`src/rtl/rr_arb_mux2.sv`:
```
// Two-input round-robin arbiter feeding the 8-bit 2:1 mux datapath.
// Picks one of two valid/ready byte streams per cycle and presents the
// granted byte, with its select, through a one-entry registered output
// stage that honours downstream backpressure.
module rr_arb_mux2 #(
    parameter int WIDTH = 8
) (
    input  logic             clk,
    input  logic             rst,
    input  logic [WIDTH-1:0] ai,
    input  logic             ai_valid,
    output logic             ai_ready_o,
    input  logic [WIDTH-1:0] bi,
    input  logic             bi_valid,
    output logic             bi_ready_o,
    output logic             si_o,
    output logic [WIDTH-1:0] yi_o,
    output logic             yi_valid_o,
    input  logic             yi_ready
);

    typedef enum logic {
        SIDE_A = 1'b0,
        SIDE_B = 1'b1
    } side_t;

    side_t pri;
    side_t grant_side;
    logic  grant_any;
    logic  load;

    // Output slot can take a new word when empty or being drained this cycle;
    // on contention the pointer decides, otherwise the lone requester wins.
    always_comb begin
        load      = (!yi_valid_o || yi_ready) && !rst;
        grant_any = ai_valid || bi_valid;
        if (ai_valid && bi_valid) begin
            grant_side = pri;
        end else if (bi_valid) begin
            grant_side = SIDE_B;
        end else begin
            grant_side = SIDE_A;
        end
        ai_ready_o = load && grant_any && (grant_side == SIDE_A);
        bi_ready_o = load && grant_any && (grant_side == SIDE_B);
    end

    // Output register and priority pointer; pointer flips on every grant,
    // even an uncontested one, so the idle side wins the next contention.
    always_ff @(posedge clk) begin
        if (rst) begin
            yi_o       <= '0;
            yi_valid_o <= 1'b0;
            si_o       <= 1'b0;
            pri        <= SIDE_A;
        end else if (load) begin
            if (grant_any) begin
                yi_o       <= (grant_side == SIDE_B) ? bi : ai;
                si_o       <= grant_side;
                yi_valid_o <= 1'b1;
                pri        <= (grant_side == SIDE_A) ? SIDE_B : SIDE_A;
            end else begin
                yi_valid_o <= 1'b0;
            end
        end
    end

endmodule

```
`config.mk`:
```
export PLATFORM = sky130hd
export DESIGN_NAME = rr_arb_mux2
export DESIGN_NICKNAME = d
export VERILOG_FILES = /design/src/rtl/rr_arb_mux2.sv
export SDC_FILE = /design/constraint.sdc
export NUM_CORES = 1
export LEC_CHECK = 0
export CAP_MARGIN = 30
export CORE_MARGIN = 2
export CORE_UTILIZATION = 35
export CTS_CLUSTER_SIZE = 25
export DETAILED_ROUTE_END_ITERATION = 7
export DONT_BUFFER_PORTS = 1
export PLACE_DENSITY = 0.59
export SLEW_MARGIN = 15
export SYNTH_ARGS = -nofsm -noshare
export SYNTH_HDL_FRONTEND = slang
export SYNTH_SLANG_ARGS = --single-unit
export TNS_END_PERCENT = 10
```
`constraint.sdc`:
```
create_clock -name clk -period 1.4 [get_ports clk]
set_input_delay 0.28 -clock clk [delete_from_list [all_inputs] [get_ports clk]]
set_output_delay 0.28 -clock clk [all_outputs]
set_load 0.03 [all_outputs]
```
==> results of run 1 <==
-- per-stage QoR --
| stage | utilization (%) | worst slack (ns) | instances | total power, mW | hold WS (ns) |
|---|---|---|---|---|---|
| after global routing | 41.4 | 0.0137 | 85 | 0.769 | 0.0476 |
| after floorplan | - | 0.174 | 63 | 0.494 | 0.349 |
| after global placement | 38.8 | 0.245 | 80 | 0.509 | 0.352 |
| after detailed placement | 38.8 | 0.224 | 80 | 0.511 | 0.352 |
| after CTS | 41.3 | 0.0265 | 85 | 0.739 | 0.0543 |
| final | 41.4 | 0.0523 | 85 | 0.725 | 0.0580 |
-- registers in the layout, summed over array words and instances (netlist names) --
| name | flops |
|---|---|
| yi_valid_o | 1 |
| pri | 1 |
| si_o | 1 |
| yi_o | 8 |
-- what timing repair did --
item / in CTS / in global routing
buffers inserted: 1 / 0
endpoints found under the setup margin: 2 / 1
pin swaps: 1 / 0
gates resized for setup: 2 / 1
-- cells by family after synthesis --
| kind of cell | count (synthesis) |
|---|---|
| AOI/OAI and AO/OA | 15 |
| and+or+nand+nor | 16 |
| DFF | 11 |
| buffers and inverters | 21 |
-- worst paths after layout --
| kind | cells after the start | endpoint | slack [ns] | startpoint |
|---|---|---|---|---|
| worst max-delay path | 3 | bi_ready_o | 0.05 | pri |
| worst min-delay path | 1 | pri | 0.06 | rst |
| worst max register to register | 4 | yi_o[0] | 0.26 | pri |
| worst min register to register | 2 | pri | 0.49 | pri |
-- cell usage after synthesis, drive strengths merged --
cell type,instances,area (µm²)
a21oi,4,23.8
and3,1,6.26
buf,2,18.8
dfxtp,11,220
inv,19,71.3
nand2b,1,8.76
nand3,1,5.00
nand4,8,50.1
nand4b,1,23.8
nor2,1,6.26
nor2b,1,13.8
o21ai,2,10.0
o21bai,1,18.8
o221ai,8,70.1
or2b,1,7.51
or3,1,6.26
-- critical path, cell delays in order, from the launching register on --
cell	delay, ns
dfxtp_2	0.33
or2b_1	0.27
nand4b_4	0.13
inv_4	0.07
-- area by class of cell --
type | count | area, µm²
Clock buffer | 4 | 26.3
Sequential cell | 11 | 221
Timing Repair Buffer | 4 | 30.0
Inverter | 19 | 73.8
Multi-Input combinational cell | 31 | 251
Fill cell | 157 | 883
Tap cell | 16 | 20.0
-- routing by layer --
layer / part of all wire, % / vias up
met1: 43 / 212
met4: 1.6 / 0
met2: 43 / 21
met3: 12 / 4
li1: - / 236
met5: 0 / -
-- power by group --
| part | internal [mW] | switching [mW] | leakage, nW |
|---|---|---|---|
| clock | 0.110 | 0.109 | 0.0150 |
| combinational | 0.0468 | 0.0565 | 0.171 |
| sequential | 0.341 | 0.0617 | 0.0914 |
| total | 0.498 | 0.227 | 0.277 |
==> insert_results.sql, run 1 <==
INSERT INTO impl_metrics (metric_group, metric, value, unit) VALUES
('outcome', 'outcome', 'complete, no violations', ''),
('timing', 'final.setup_skew', '0.00224', 'ns'),
('clock_tree', 'clock-sinks', '11', ''),
('detailed_routing', 'avgViaCountPerCell', '5.56', ''),
('hold_path', 'holdCritPathClass', 'primary input to flip-flop', ''),
('floorplan', 'core.rowCount', '14', ''),
('clock_tree', 'cts_hold_buffers', '0', ''),
('detailed_routing', 'drt_pre_antenna_iters', '4', ''),
('yosys', 'synth-xor-area-share', '0', '%'),
('timing', 'maxSlewHeadroom', '78.1', '%'),
('detailed_routing', 'totalWireLength', '1190', 'µm'),
('yosys', 'combinational_family_with_the_most_area_after_synthesis', 'simple AND/OR/NAND/NOR gates', ''),
('yosys', 'netlist_instances', '63', ''),
('timing', 'report.final.hold_viol_count', '0', ''),
('grt', 'globalRouteMet3Util', '8.16', '%'),
('cells_and_area', 'syn2layout_area_growth', '11.2', '%'),
('detailed_routing', 'drt_drc_violations_left', '0', ''),
('yosys', 'postSynthAreaPerCell', '8.90', 'µm²'),
('detailed_routing', 'ant_nets', '0', ''),
('worst_setup_path', 'cp_data_required_time', '1.12', 'ns'),
('pwr', 'p_per_area', '1160', 'nW/µm²'),
('cells_and_area', 'mostFrequentLayoutCells', 'inv_1, dfxtp_1, nand4_1, o221ai_1, buf_4', ''),
('clock_tree', 'cts_bufs_inserted', '3', ''),
('worst_setup_path', 'worstPathMaxFanout', '4', ''),
('pwr', 'irDropWorstVdd', '0.594', 'mV'),
('detailed_routing', 'via_count', '473', ''),
('cells_and_area', 'diodes', '0', ''),
('placement', 'detailed_place.area', '584', 'µm²'),
('yosys', 'postSynthNetCount', '84', ''),
('cells_and_area', 'layout-drive-gt1-share', '23.2', '%'),
('yosys', 'synth.ff_latch_count', '11', ''),
('detailed_routing', 'first_iter_violations', '2', ''),
('timing', 'worst_slew_pin_slew', '0.328', 'ns'),
('grt', 'grt_start_max_net_pins', '13', ''),
('timing', 'final.setup.tns', '0', 'ns'),
('worst_setup_path', 'critPathCaptureType', 'output port', ''),
('timing', 'final.min_clock_period', '1.35', 'ns'),
('grt', 'global_route.peak_usage_layer', 'met2', ''),
('floorplan', 'chipWidth', '44.0', 'µm'),
('yosys', 'synth_compound_gate_area_share', '21.9', '%'),
('detailed_routing', 'wl_per_cell', '14.0', 'µm'),
('yosys', 'mappedNetlistArea', '561', 'µm²'),
('placement', 'detailed_place_hpwl', '891', 'µm'),
('timing', 'min_period_over_period', '96.3', '%'),
('clock_tree', 'worst_path_clk_slew', '0.07', 'ns'),
('grt', 'grt_pass1_vias', '470', ''),
('timing', 'setup_viol', '0', ''),
('placement', 'numPortBuffers', '0', ''),
('floorplan', 'io_pins', '33', ''),
('placement', 'routabilityCongestion', '0.702', ''),
('worst_setup_path', 'cp_data_arrival_time', '1.07', 'ns'),
('grt', 'grt_first_pass_wirelength', '1990', 'µm'),
('clock_tree', 'clock_latency_on_the_worst_skew_pair', '0.27', 'ns'),
('cells_and_area', 'design_area', '623', 'µm²'),
('clock_tree', 'cts_root_buffer', 'clkbuf_4', ''),
('yosys', 'synth.mux.area_fraction', '0', '%'),
('yosys', 'sequential_element_share_of_the_synthesized_area', '39.3', '%'),
('worst_setup_path', 'cp-start-kind', 'flip-flop', ''),
('cells_and_area', 'finish.net_count', '91', ''),
('floorplan', 'core_area', '1510', 'µm²'),
('timing', 'maxClockFrequency', '0.742', 'GHz'),
('run', 'reported_max_cap_violation_count', '0', ''),
('floorplan', 'design.die.area', '1940', 'µm²'),
('grt', 'grtUsageMet2', '20.6', '%'),
('floorplan', 'floorplan.initialDensity', '37.2', '%'),
('pwr', 'total_leakage_power', '0.277', 'nW'),
('grt', 'grt_remaining_overflow', '0', ''),
('clock_tree', 'cts.path.max_buffers', '2', ''),
('floorplan', 'floorplan.die.height', '44.0', 'µm'),
('yosys', 'yosys.area_share.simple', '22.8', '%'),
('clock_tree', 'cts_tree', 'done', ''),
('timing', 'timing_max_transition_violations_final', '0', ''),
('grt', 'grt_usage', '14.4', '%'),
('worst_setup_path', 'worstSetupPathType', 'flip-flop to output port', ''),
('yosys', 'yosys_warnings', '0', ''),
('grt', 'global_route_met1_usage', '17.1', '%'),
('timing', 'setup_repair_after_global_routing_missed_its_margin', 'no', ''),
('grt', 'antenna_found_initial', '0', ''),
('cells_and_area', 'layout_commonest_cell', 'inv_1', ''),
('yosys', 'synth_cell_types', '20', ''),
('clock_tree', 'cts.htree.levels', '1', ''),
('yosys', 'synth-adder-area-share', '0', '%');
No activity file was read; power rests on OpenSTA's default activity.
==> inputs of run 2 (changes only) <==
--- a/config.mk
+++ b/config.mk
@@ -6,12 +6,12 @@
 export NUM_CORES = 1
 export LEC_CHECK = 0
 export CAP_MARGIN = 30
-export CORE_MARGIN = 2
-export CORE_UTILIZATION = 35
+export CORE_AREA = 2 2 39 41
 export CTS_CLUSTER_SIZE = 25
 export DETAILED_ROUTE_END_ITERATION = 7
+export DIE_AREA = 0 0 41 43
 export DONT_BUFFER_PORTS = 1
-export PLACE_DENSITY = 0.59
+export PLACE_DENSITY = 0.67
 export SLEW_MARGIN = 15
 export SYNTH_ARGS = -nofsm -noshare
 export SYNTH_HDL_FRONTEND = slang
==> insert_results.sql, run 2 (synthesis gave the netlist of run 1 again) <==
INSERT INTO impl_metrics (metric_group, metric, value, unit) VALUES
('timing', 'setup_viol', '0', ''),
('grt', 'globalRouteMet3Util', '7.33', '%'),
('placement', 'numPlacedInstances', '80', ''),
('cells_and_area', 'mostFrequentLayoutCells', 'inv_1, dfxtp_1, nand4_1, o221ai_1, buf_4', ''),
('detailed_routing', 'totalWireLength', '1150', 'µm'),
('floorplan', 'design.die.area', '1760', 'µm²'),
('placement', 'routabilityCongestion', '0.745', ''),
('detailed_routing', 'drt_drc_violations_left', '0', ''),
('worst_setup_path', 'worst_path_dominant_cell_family', 'simple AND/OR/NAND/NOR gates', ''),
('grt', 'grtUsageMet2', '24.1', '%'),
('pwr', 'netsw', '0.225', 'mW'),
('clock_tree', 'worst_path_clk_slew', '0.07', 'ns'),
('worst_setup_path', 'cp_data_arrival_time', '1.06', 'ns'),
('timing', 'timing.hold.ws', '0.0721', 'ns'),
('grt', 'grt_pass1_vias', '464', ''),
('clock_tree', 'clock_latency_on_the_worst_skew_pair', '0.26', 'ns'),
('cells_and_area', 'largest-register', 'yi_o', ''),
('worst_setup_path', 'timing.rr.start', 'pri', ''),
('pwr', 'clock_power_share', '29.8', '%'),
('grt', 'grt_first_pass_wirelength', '1850', 'µm'),
('hold_path', 'min_path_cells', '1', ''),
('grt', 'grt_usage', '15.2', '%'),
('floorplan', 'floorplan.initialDensity', '40.5', '%'),
('placement', 'numPortBuffers', '0', ''),
('clock_tree', 'cts.htree.levels', '1', ''),
('detailed_routing', 'ant_nets', '0', ''),
('cells_and_area', 'diodes', '0', ''),
('detailed_routing', 'wl_per_cell', '13.6', 'µm'),
('clock_tree', 'cts.path.max_buffers', '2', ''),
('grt', 'antenna_found_initial', '0', ''),
('clock_tree', 'cts_hold_buffers', '0', ''),
('timing', 'maxClockFrequency', '0.749', 'GHz'),
('worst_setup_path', 'crit_path_top_delay_cell', 'dfxtp_2', ''),
('worst_setup_path', 'cp_data_required_time', '1.12', 'ns'),
('timing', 'worst_slew_pin_slew', '0.339', 'ns'),
('cells_and_area', 'design_area', '627', 'µm²'),
('grt', 'grt_remaining_overflow', '0', ''),
('pwr', 'logic_pwr_share', '14.5', '%'),
('timing', 'final.min_clock_period', '1.34', 'ns'),
('worst_setup_path', 'cp-start-kind', 'flip-flop', ''),
('worst_setup_path', 'cp.buffers_inverters', '1', ''),
('cells_and_area', 'largest_register_ff_count', '8', ''),
('detailed_routing', 'avgViaCountPerCell', '5.45', ''),
('timing', 'final.setup.tns', '0', 'ns'),
('floorplan', 'io_pins', '33', ''),
('run', 'reported_max_cap_violation_count', '0', ''),
('timing', 'setup_repair_after_global_routing_missed_its_margin', 'no', ''),
('timing', 'postLayoutSetupSlackWorst', '0.0641', 'ns'),
('timing', 'maxSlewHeadroom', '77.4', '%'),
('worst_setup_path', 'critical_path.max_stage_delay', '0.33', 'ns'),
('timing', 'final.setup_skew', '0.00343', 'ns'),
('clock_tree', 'cts_root_buffer', 'clkbuf_4', ''),
('cells_and_area', 'layout-drive-gt1-share', '23.2', '%'),
('worst_setup_path', 'timing.critical_path.to', 'bi_ready_o', ''),
('cells_and_area', 'finish.cell_count_without_fillers', '85', ''),
('clock_tree', 'cts_bufs_inserted', '3', ''),
('clock_tree', 'cts_tree', 'done', ''),
('clock_tree', 'clock-sinks', '11', ''),
('pwr', 'seq_power_share', '55.6', '%'),
('floorplan', 'chipWidth', '41', 'µm'),
('detailed_routing', 'via_count', '463', ''),
('pwr', 'p_per_area', '1150', 'nW/µm²'),
('outcome', 'outcome', 'complete, no violations', ''),
('pwr', 'irDropWorstVdd', '0.471', 'mV'),
('worst_setup_path', 'rr_endpoint', 'yi_o[4]', ''),
('floorplan', 'core.rowCount', '14', ''),
('floorplan', 'core_area', '1380', 'µm²'),
('placement', 'detailedPlace.worstSlack', '0.231', 'ns'),
('cells_and_area', 'layout.core_utilization', '45.3', '%'),
('worst_setup_path', 'worstPathMaxFanout', '4', ''),
('placement', 'detailed_place.area', '584', 'µm²'),
('pwr', 'power', '0.724', 'mW'),
('pwr', 'net_switching_share_of_the_total_power', '31.1', '%'),
('pwr', 'total_leakage_power', '0.276', 'nW'),
('pwr', 'p_int', '0.498', 'mW'),
('grt', 'global_route.peak_usage_layer', 'met2', ''),
('grt', 'grt_start_max_net_pins', '13', ''),
('detailed_routing', 'drt_pre_antenna_iters', '2', ''),
('grt', 'global_route_met1_usage', '16.5', '%'),
('cells_and_area', 'finish.net_count', '91', ''),
('worst_setup_path', 'crit_path_start', 'pri', ''),
('timing', 'min_period_over_period', '95.4', '%'),
('worst_setup_path', 'worstSetupPathType', 'flip-flop to output port', ''),
('worst_setup_path', 'ff2ff_setup_slack', '0.27', 'ns'),
('cells_and_area', 'layout_commonest_cell', 'inv_1', ''),
('worst_setup_path', 'worst_reg2reg_path_length_in_cells', '4', ''),
('floorplan', 'floorplan.die.height', '43', 'µm'),
('worst_setup_path', 'critical_path_cell_count', '3', ''),
('hold_path', 'holdCritPathClass', 'primary input to flip-flop', ''),
('timing', 'report.final.hold_viol_count', '0', ''),
('cells_and_area', 'syn2layout_area_growth', '11.8', '%'),
('worst_setup_path', 'critPathCaptureType', 'output port', ''),
('timing', 'timing_max_transition_violations_final', '0', ''),
('detailed_routing', 'first_iter_violations', '2', ''),
('worst_setup_path', 'timing.critical_path.cells', 'or2b_1 > nand4b_4 > inv_4', ''),
('placement', 'detailed_place_hpwl', '876', 'µm'),
('cells_and_area', 'final.fill_count', '146', '');
==> run 2: cell counts in the layout (fill, tap and decap cells not counted) <==
No cell type changed its count.
==> run 2: how the worst min path moves through the flow <==
stage | from | endpoint | slack, ns
5_1_grt | rst | pri | 0.07
3_5_place_dp | rst | si_o | 0.35
3_3_place_gp | rst | pri | 0.35
6_report | rst | pri | 0.07
2_1_floorplan | rst | pri | 0.35
4_1_cts | rst | yi_valid_o | 0.07
==> run 2: power by group through the flow <==
| stage | Combinational (mW) | Sequential (mW) | Clock [mW] |
|---|---|---|---|
| after detailed placement | 0.101 | 0.410 | 0 |
| after CTS | 0.105 | 0.402 | 0.221 |
| after floorplan | 0.0841 | 0.410 | 0 |
| final | 0.105 | 0.403 | 0.216 |
| after global placement | 0.0990 | 0.409 | 0 |
| after global routing | 0.117 | 0.408 | 0.230 |
==> run 2: final cells by class <==
type / instances / area, µm² / area share (%)
Multi-Input combinational cell: 31 / 255 / 40.7
Timing Repair Buffer: 4 / 30.0 / 4.79
Sequential cell: 11 / 221 / 35.3
Clock buffer: 4 / 26.3 / 4.19
Inverter: 19 / 73.8 / 11.8
Tap cell: 16 / 20.0 / 3.19
==> run 2: worst reg2reg max path, cell delays in order (launching register included) <==
cell and delay (ns):
dfxtp_2 0.33, or2b_1 0.27, nand4b_4 0.13, buf_4 0.17, o221ai_1 0.12
==> run 2: repair_timing <==
item | 4_1_cts | 5_1_grt
resized for setup | 2 | 2
setup buffers | 1 | 0
pin swaps | 1 | 0
setup endpoints to repair | 2 | 2
==> run 2: layer usage <==
metal	wire [µm]	vias to the layer above
met1	462	209
met5	0	-
li1	-	234
met3	144	0
met2	546	20
met4	0	0
==> RTL edit 1 (config.mk and constraints of run 2) <==
The parameter `WIDTH` goes from 8 to 9.
--- a/src/rtl/rr_arb_mux2.sv
+++ b/src/rtl/rr_arb_mux2.sv
@@ -4,5 +4,5 @@
 // stage that honours downstream backpressure.
 module rr_arb_mux2 #(
-    parameter int WIDTH = 8
+    parameter int WIDTH = 9
 ) (
     input  logic             clk,
Interface: changed (resized ai, bi and yi_o); port bits go from 33 to 36. No check against the original RTL was run, so the function may have changed too.
==> RTL edit 1 against run 2 <==
- wire length grew 14%
- area after synthesis grew 4.2%
- sequential cell count grew 1
- global-route usage grew 2.1 points
- final area grew 5.6%
- sequential power grew 9.4%
- power grew 4.5%
- core utilization grew 2.5 points
- highest routed layer is now met4
- setup slack gained 0.020 ns
- largest power group unchanged
==> RTL edit 1: results (changes against run 2) <==
[clocking]
clock_latency_ns = 0.27
ctsRootBufferMaster = clkbuf_4
cts_setup_buffers = 0  ; -1
cts.htree.levels = 1  ; unchanged
cts_max_path_buffers = 2  ; unchanged

[critical_path]
cp_top_family = flip-flops
cp.arrival_ns = 1.04  ; -0.02 ns
slowest_delay_ns = 0.34
cp_max_fo = 4  ; unchanged
slowest_stage = dfxtp_2

[placed_design]
port_buffers = 0  ; unchanged
hpwlAfterDp_um = 960  ; +9.6%
gp_congestion = 0.698  ; -6.3%
placed_area_sq_um = 626  ; +7.1%
dpl_worst_slack_ns = 0.252  ; +0.0212 ns

[power]
totalPowerFinal_mw = 0.756  ; +4.5%
irDropWorstVdd_v = 0.000388  ; -18%
power_switching_mw = 0.235  ; +4.5%
p_leak_nw = 0.285  ; +3.2%

[synthesis]
yosys-top-cells-area = dfxtp_1 (41%), o221ai_1 (13%), inv_1 (13%)
seq_area_frac_synth_pct = 41.1  ; +1.8 points
ys_async_sr_fraction_pct = 0  ; unchanged
syn_nets = 91  ; +8.3%
synth_common_cells = inv_1 (20), dfxtp_1 (12), nand4_1 (9), o221ai_1 (9), a21oi_1 (3)
synth_ff_type = dfxtp_1
synth_cell_types = 19  ; -5.0%

[routing]
drc = 0  ; unchanged
vias_per_cell = 5.72  ; +5.0%
drtIter0Drc = 6  ; +4
drtPass1Iterations = 4  ; +2
routedWlPerCell_um = 14.7  ; +8.6%

[sta]
skew_ns = 0.00777  ; +0.00433 ns
worstMarginPinSlew_ns = 0.336  ; -0.00277 ns
fin_tns_setup_ns = 0  ; unchanged

[grt]
grt_pass1_wl_um = 1990  ; +7.5%
antenna_found_initial = 0  ; unchanged
grt.total_usage_pct = 17.3  ; +2.1 points
grt_pass1_vias = 464  ; unchanged
grt_start_max_net_pins = 14  ; +1
overflow = 0  ; unchanged

[run_status]
status = completed

[cells_and_area]
drive_gt1_share_pct = 23.3  ; +0.099 points
nets = 98  ; +7.7%
largest_reg_flops = 9  ; +1

[RTL edit 1: power by group through the flow]
stage	combinational, mW	clock (mW)	sequential (mW)
final	0.110	0.205	0.441
after floorplan	0.0826	0	0.448
after detailed placement	0.107	0	0.449
after global routing	0.124	0.228	0.446
after CTS	0.111	0.216	0.441
after global placement	0.104	0	0.448
[RTL edit 1: stage by stage]
stage	util [%]	hold WS [ns]	instances
6_report	47.8	0.0662	89
5_1_grt	47.8	0.0488	89
4_1_cts	47.6	0.0636	89
3_5_place_dp	45.2	0.354	86
3_3_place_gp	45.2	0.352	86
2_1_floorplan	-	0.349	68
[RTL edit 1: logic make-up (layout without fill, tap and decap cells)]
family / count (synthesis) / after routing / share of synthesized area [%]
compound gates: 16 / 16 / 22.5
buf+inv: 23 / 28 / 15.0
simple gates: 17 / 17 / 21.4
flops: 12 / 12 / 41.1
[RTL edit 1: path summary, 6_finish.rpt]
kind	startpoint	endpoint	slack, ns	depth (start not counted)
max	pri	ai_ready_o	0.08	2
min	rst	pri	0.07	1
max reg2reg	yi_valid_o	yi_o[1]	0.31	3
min reg2reg	pri	pri	0.50	2
[RTL edit 1: timing repair]
action,CTS,global route
gates cloned,0,0
endpoints found under the setup margin,1,2
pin swaps,0,0
resized for setup,2,2
[RTL edit 1: area by class of cell]
type | instances | share of cell area [%]
Multi-Input combinational cell | 33 | 40.1
Sequential cell | 12 | 36.5
Clock buffer | 3 | 3.40
Timing Repair Buffer | 4 | 4.54
Tap cell | 16 | 3.02
Inverter | 21 | 12.5
[RTL edit 1: metal layers]
metal / vias up / track usage [%] / routed length [um]
met1: 232 / 20.8 / 551
met4: 0 / 13.3 / 17
li1: 252 / - / -
met2: 23 / 23.4 / 612
met3: 2 / 6.81 / 131
met5: - / 0 / 0
==> RTL edit 2 (flow settings as in run 2) <==
Made on the original files. Reset style: asynchronous (`rst`), changed in one clocked block.
--- a/src/rtl/rr_arb_mux2.sv
+++ b/src/rtl/rr_arb_mux2.sv
@@ -48,5 +48,5 @@
     // Output register and priority pointer; pointer flips on every grant,
     // even an uncontested one, so the idle side wins the next contention.
-    always_ff @(posedge clk) begin
+    always_ff @(posedge clk or posedge rst) begin
         if (rst) begin
             yi_o       <= '0;
Function: differs if rst is asserted again (counterexample within 4 cycles, from zero or initial values and one cycle with rst high); with rst held inactive, the same outputs for 10 cycles.
==> RTL edit 2 against run 2 <==
- the run now ends with setup timing left
- wire length grew 20%
- setup slack lost 0.34 ns
- synthesized cell count shrank 16%
- area after synthesis grew 8.3%
- core utilization grew 3.8 points
- largest power group unchanged
- sequential cell count is the same
- highest routed layer is now met4
- final area grew 8.4%
- power grew 36%
==> RTL edit 2: results (changes against run 2) <==
[clocking]
cts_setup_buffers = 0  ; -1
clock_latency_ns = 0.27
cts.htree.levels = 1  ; unchanged
cts.clk_slew.worst_paths_ns = 0.07  ; about the same

[synthesis]
synthMuxAreaShare_pct = 0  ; unchanged
synth_ff_type = dfrtp_1
seq_area_frac_synth_pct = 45.4  ; +6.1 points
synth_cell_types = 16  ; -20%
syn_nets = 74  ; -12%
yosys_warnings = 0  ; unchanged
synth_common_cells = dfrtp_1 (11), nand2_1 (9), a221o_1 (8), nor4_1 (8)
yosys-top-cells-area = dfrtp_1 (45%), a221o_1 (13%), nor4_1 (8.2%)
synth_compound_gate_area_share_pct = 21.2  ; -0.64 points
ys_async_sr_fraction_pct = 100  ; +100 points

[power]
p_leak_nw = 0.302  ; +9.2%
irDropWorstVdd_v = 0.000504  ; +7.1%
power.internal_mw = 0.606  ; +22%

[placed_design]
gp_congestion = 0.765  ; +2.7%
port_buffers = 0  ; unchanged
dpl_worst_slack_ns = -0.0446  ; -0.276 ns
hpwlAfterDp_um = 1100  ; +25%

[sta]
setup_ws_ns = -0.273  ; -0.337 ns
fin_tns_setup_ns = -0.680  ; -0.680 ns
skew_ns = 0.00293  ; -0.000509 ns
setup_viol = 10  ; +10
worstMarginPinSlew_ns = 0.419  ; +0.0807 ns

[grt]
antenna_found_initial = 0  ; unchanged
grt_pass1_vias = 515  ; +11%
grt_pass1_wl_um = 2190  ; +18%
grt.total_usage_pct = 18.5  ; +3.3 points
grt_start_max_net_pins = 14  ; +1

[cells_and_area]
drive_gt1_share_pct = 26.7  ; +3.5 points
fillers = 134  ; -8.2%
nets = 82  ; -9.9%

[run_status]
status = finished, violations left
violations = setup timing

[routing]
dr_total_vias = 458  ; -1.1%
routedWlPerCell_um = 18.3  ; +35%
drtIter0Drc = 4  ; +2
drtPass1Iterations = 2  ; unchanged

[critical_path]
cp.arrival_ns = 1.39  ; +0.33 ns
slowest_stage = dfrtp_2
slowest_delay_ns = 0.41  ; +0.08 ns
cp_max_fo = 6  ; +2
cp_top_family = flip-flops

RTL edit 2: cell count changes after synthesis, moves of 3 or more:
cell      change
inv_1        -15
nor4_1        +8
nand4_1       -8
dfrtp_1      +11
a221o_1       +8
a21oi_1       -3
dfxtp_1      -11
o221ai_1      -8
nand2_1       +9
clkbuf_8      +3
RTL edit 2: cells by family (layout without fill, tap and decap cells):
| kind of cell | Yosys count | in the layout |
|---|---|---|
| and+or+nand+nor | 22 | 22 |
| AOI/OAI and AO/OA | 12 | 12 |
| buffers and inverters | 8 | 15 |
| DFF | 11 | 11 |
RTL edit 2: final timing paths:
kind	end	depth (start not counted)	startpoint	slack, ns
setup / recovery	ai_ready_o	4	yi_valid_o	-0.27
hold / removal	yi_o[5]	1	ai[5]	0.15
min in group asynchronous	pri	2	rst	0.45
max in group asynchronous	yi_valid_o	2	rst	0.63
setup reg to reg	yi_o[2]	3	yi_valid_o	-0.05
hold reg to reg	pri	1	pri	0.59
RTL edit 2: power by group through the flow:
stage / clock (mW) / combinational (mW) / sequential, mW
3_3_place_gp: 0 / 0.194 / 0.558
2_1_floorplan: 0 / 0.171 / 0.557
6_report: 0.221 / 0.208 / 0.553
3_5_place_dp: 0 / 0.202 / 0.562
4_1_cts: 0.222 / 0.212 / 0.555
5_1_grt: 0.242 / 0.225 / 0.562
RTL edit 2: repair_timing:
action                     in CTS  in global routing
hold endpoints to repair       11                  0
hold buffers                    1                  0
pin swaps                       7                  0
setup endpoints to repair      10                 10
gates resized for setup         3                  0
RTL edit 2: layout make-up:
type | instances | area [sq um] | area share [%]
sequential | 11 | 277 | 40.7
multi-input combinational | 34 | 272 | 40.0
timing repair buffer | 8 | 73.8 | 10.9
clock buffer | 4 | 26.3 | 3.87
tap | 16 | 20.0 | 2.95
inverter | 3 | 11.3 | 1.66
RTL edit 2: layer usage:
layer | wire length, um | vias to the layer above | global-route usage [%]
met5 | 0 | - | 0
met3 | 153 | 4 | 7.33
met1 | 528 | 214 | 20.1
met4 | 25 | 0 | 8.00
li1 | - | 217 | -
met2 | 682 | 23 | 30.0
RTL edit 2: per-stage QoR:
step / hold WS, ns / cell area (sq um) / instances
after global placement: 0.186 / 632 / 71
after floorplan: 0.279 / 623 / 53
final: 0.149 / 679 / 76
after detailed placement: 0.196 / 632 / 71
after global routing: 0.136 / 679 / 76
after CTS: 0.150 / 679 / 76
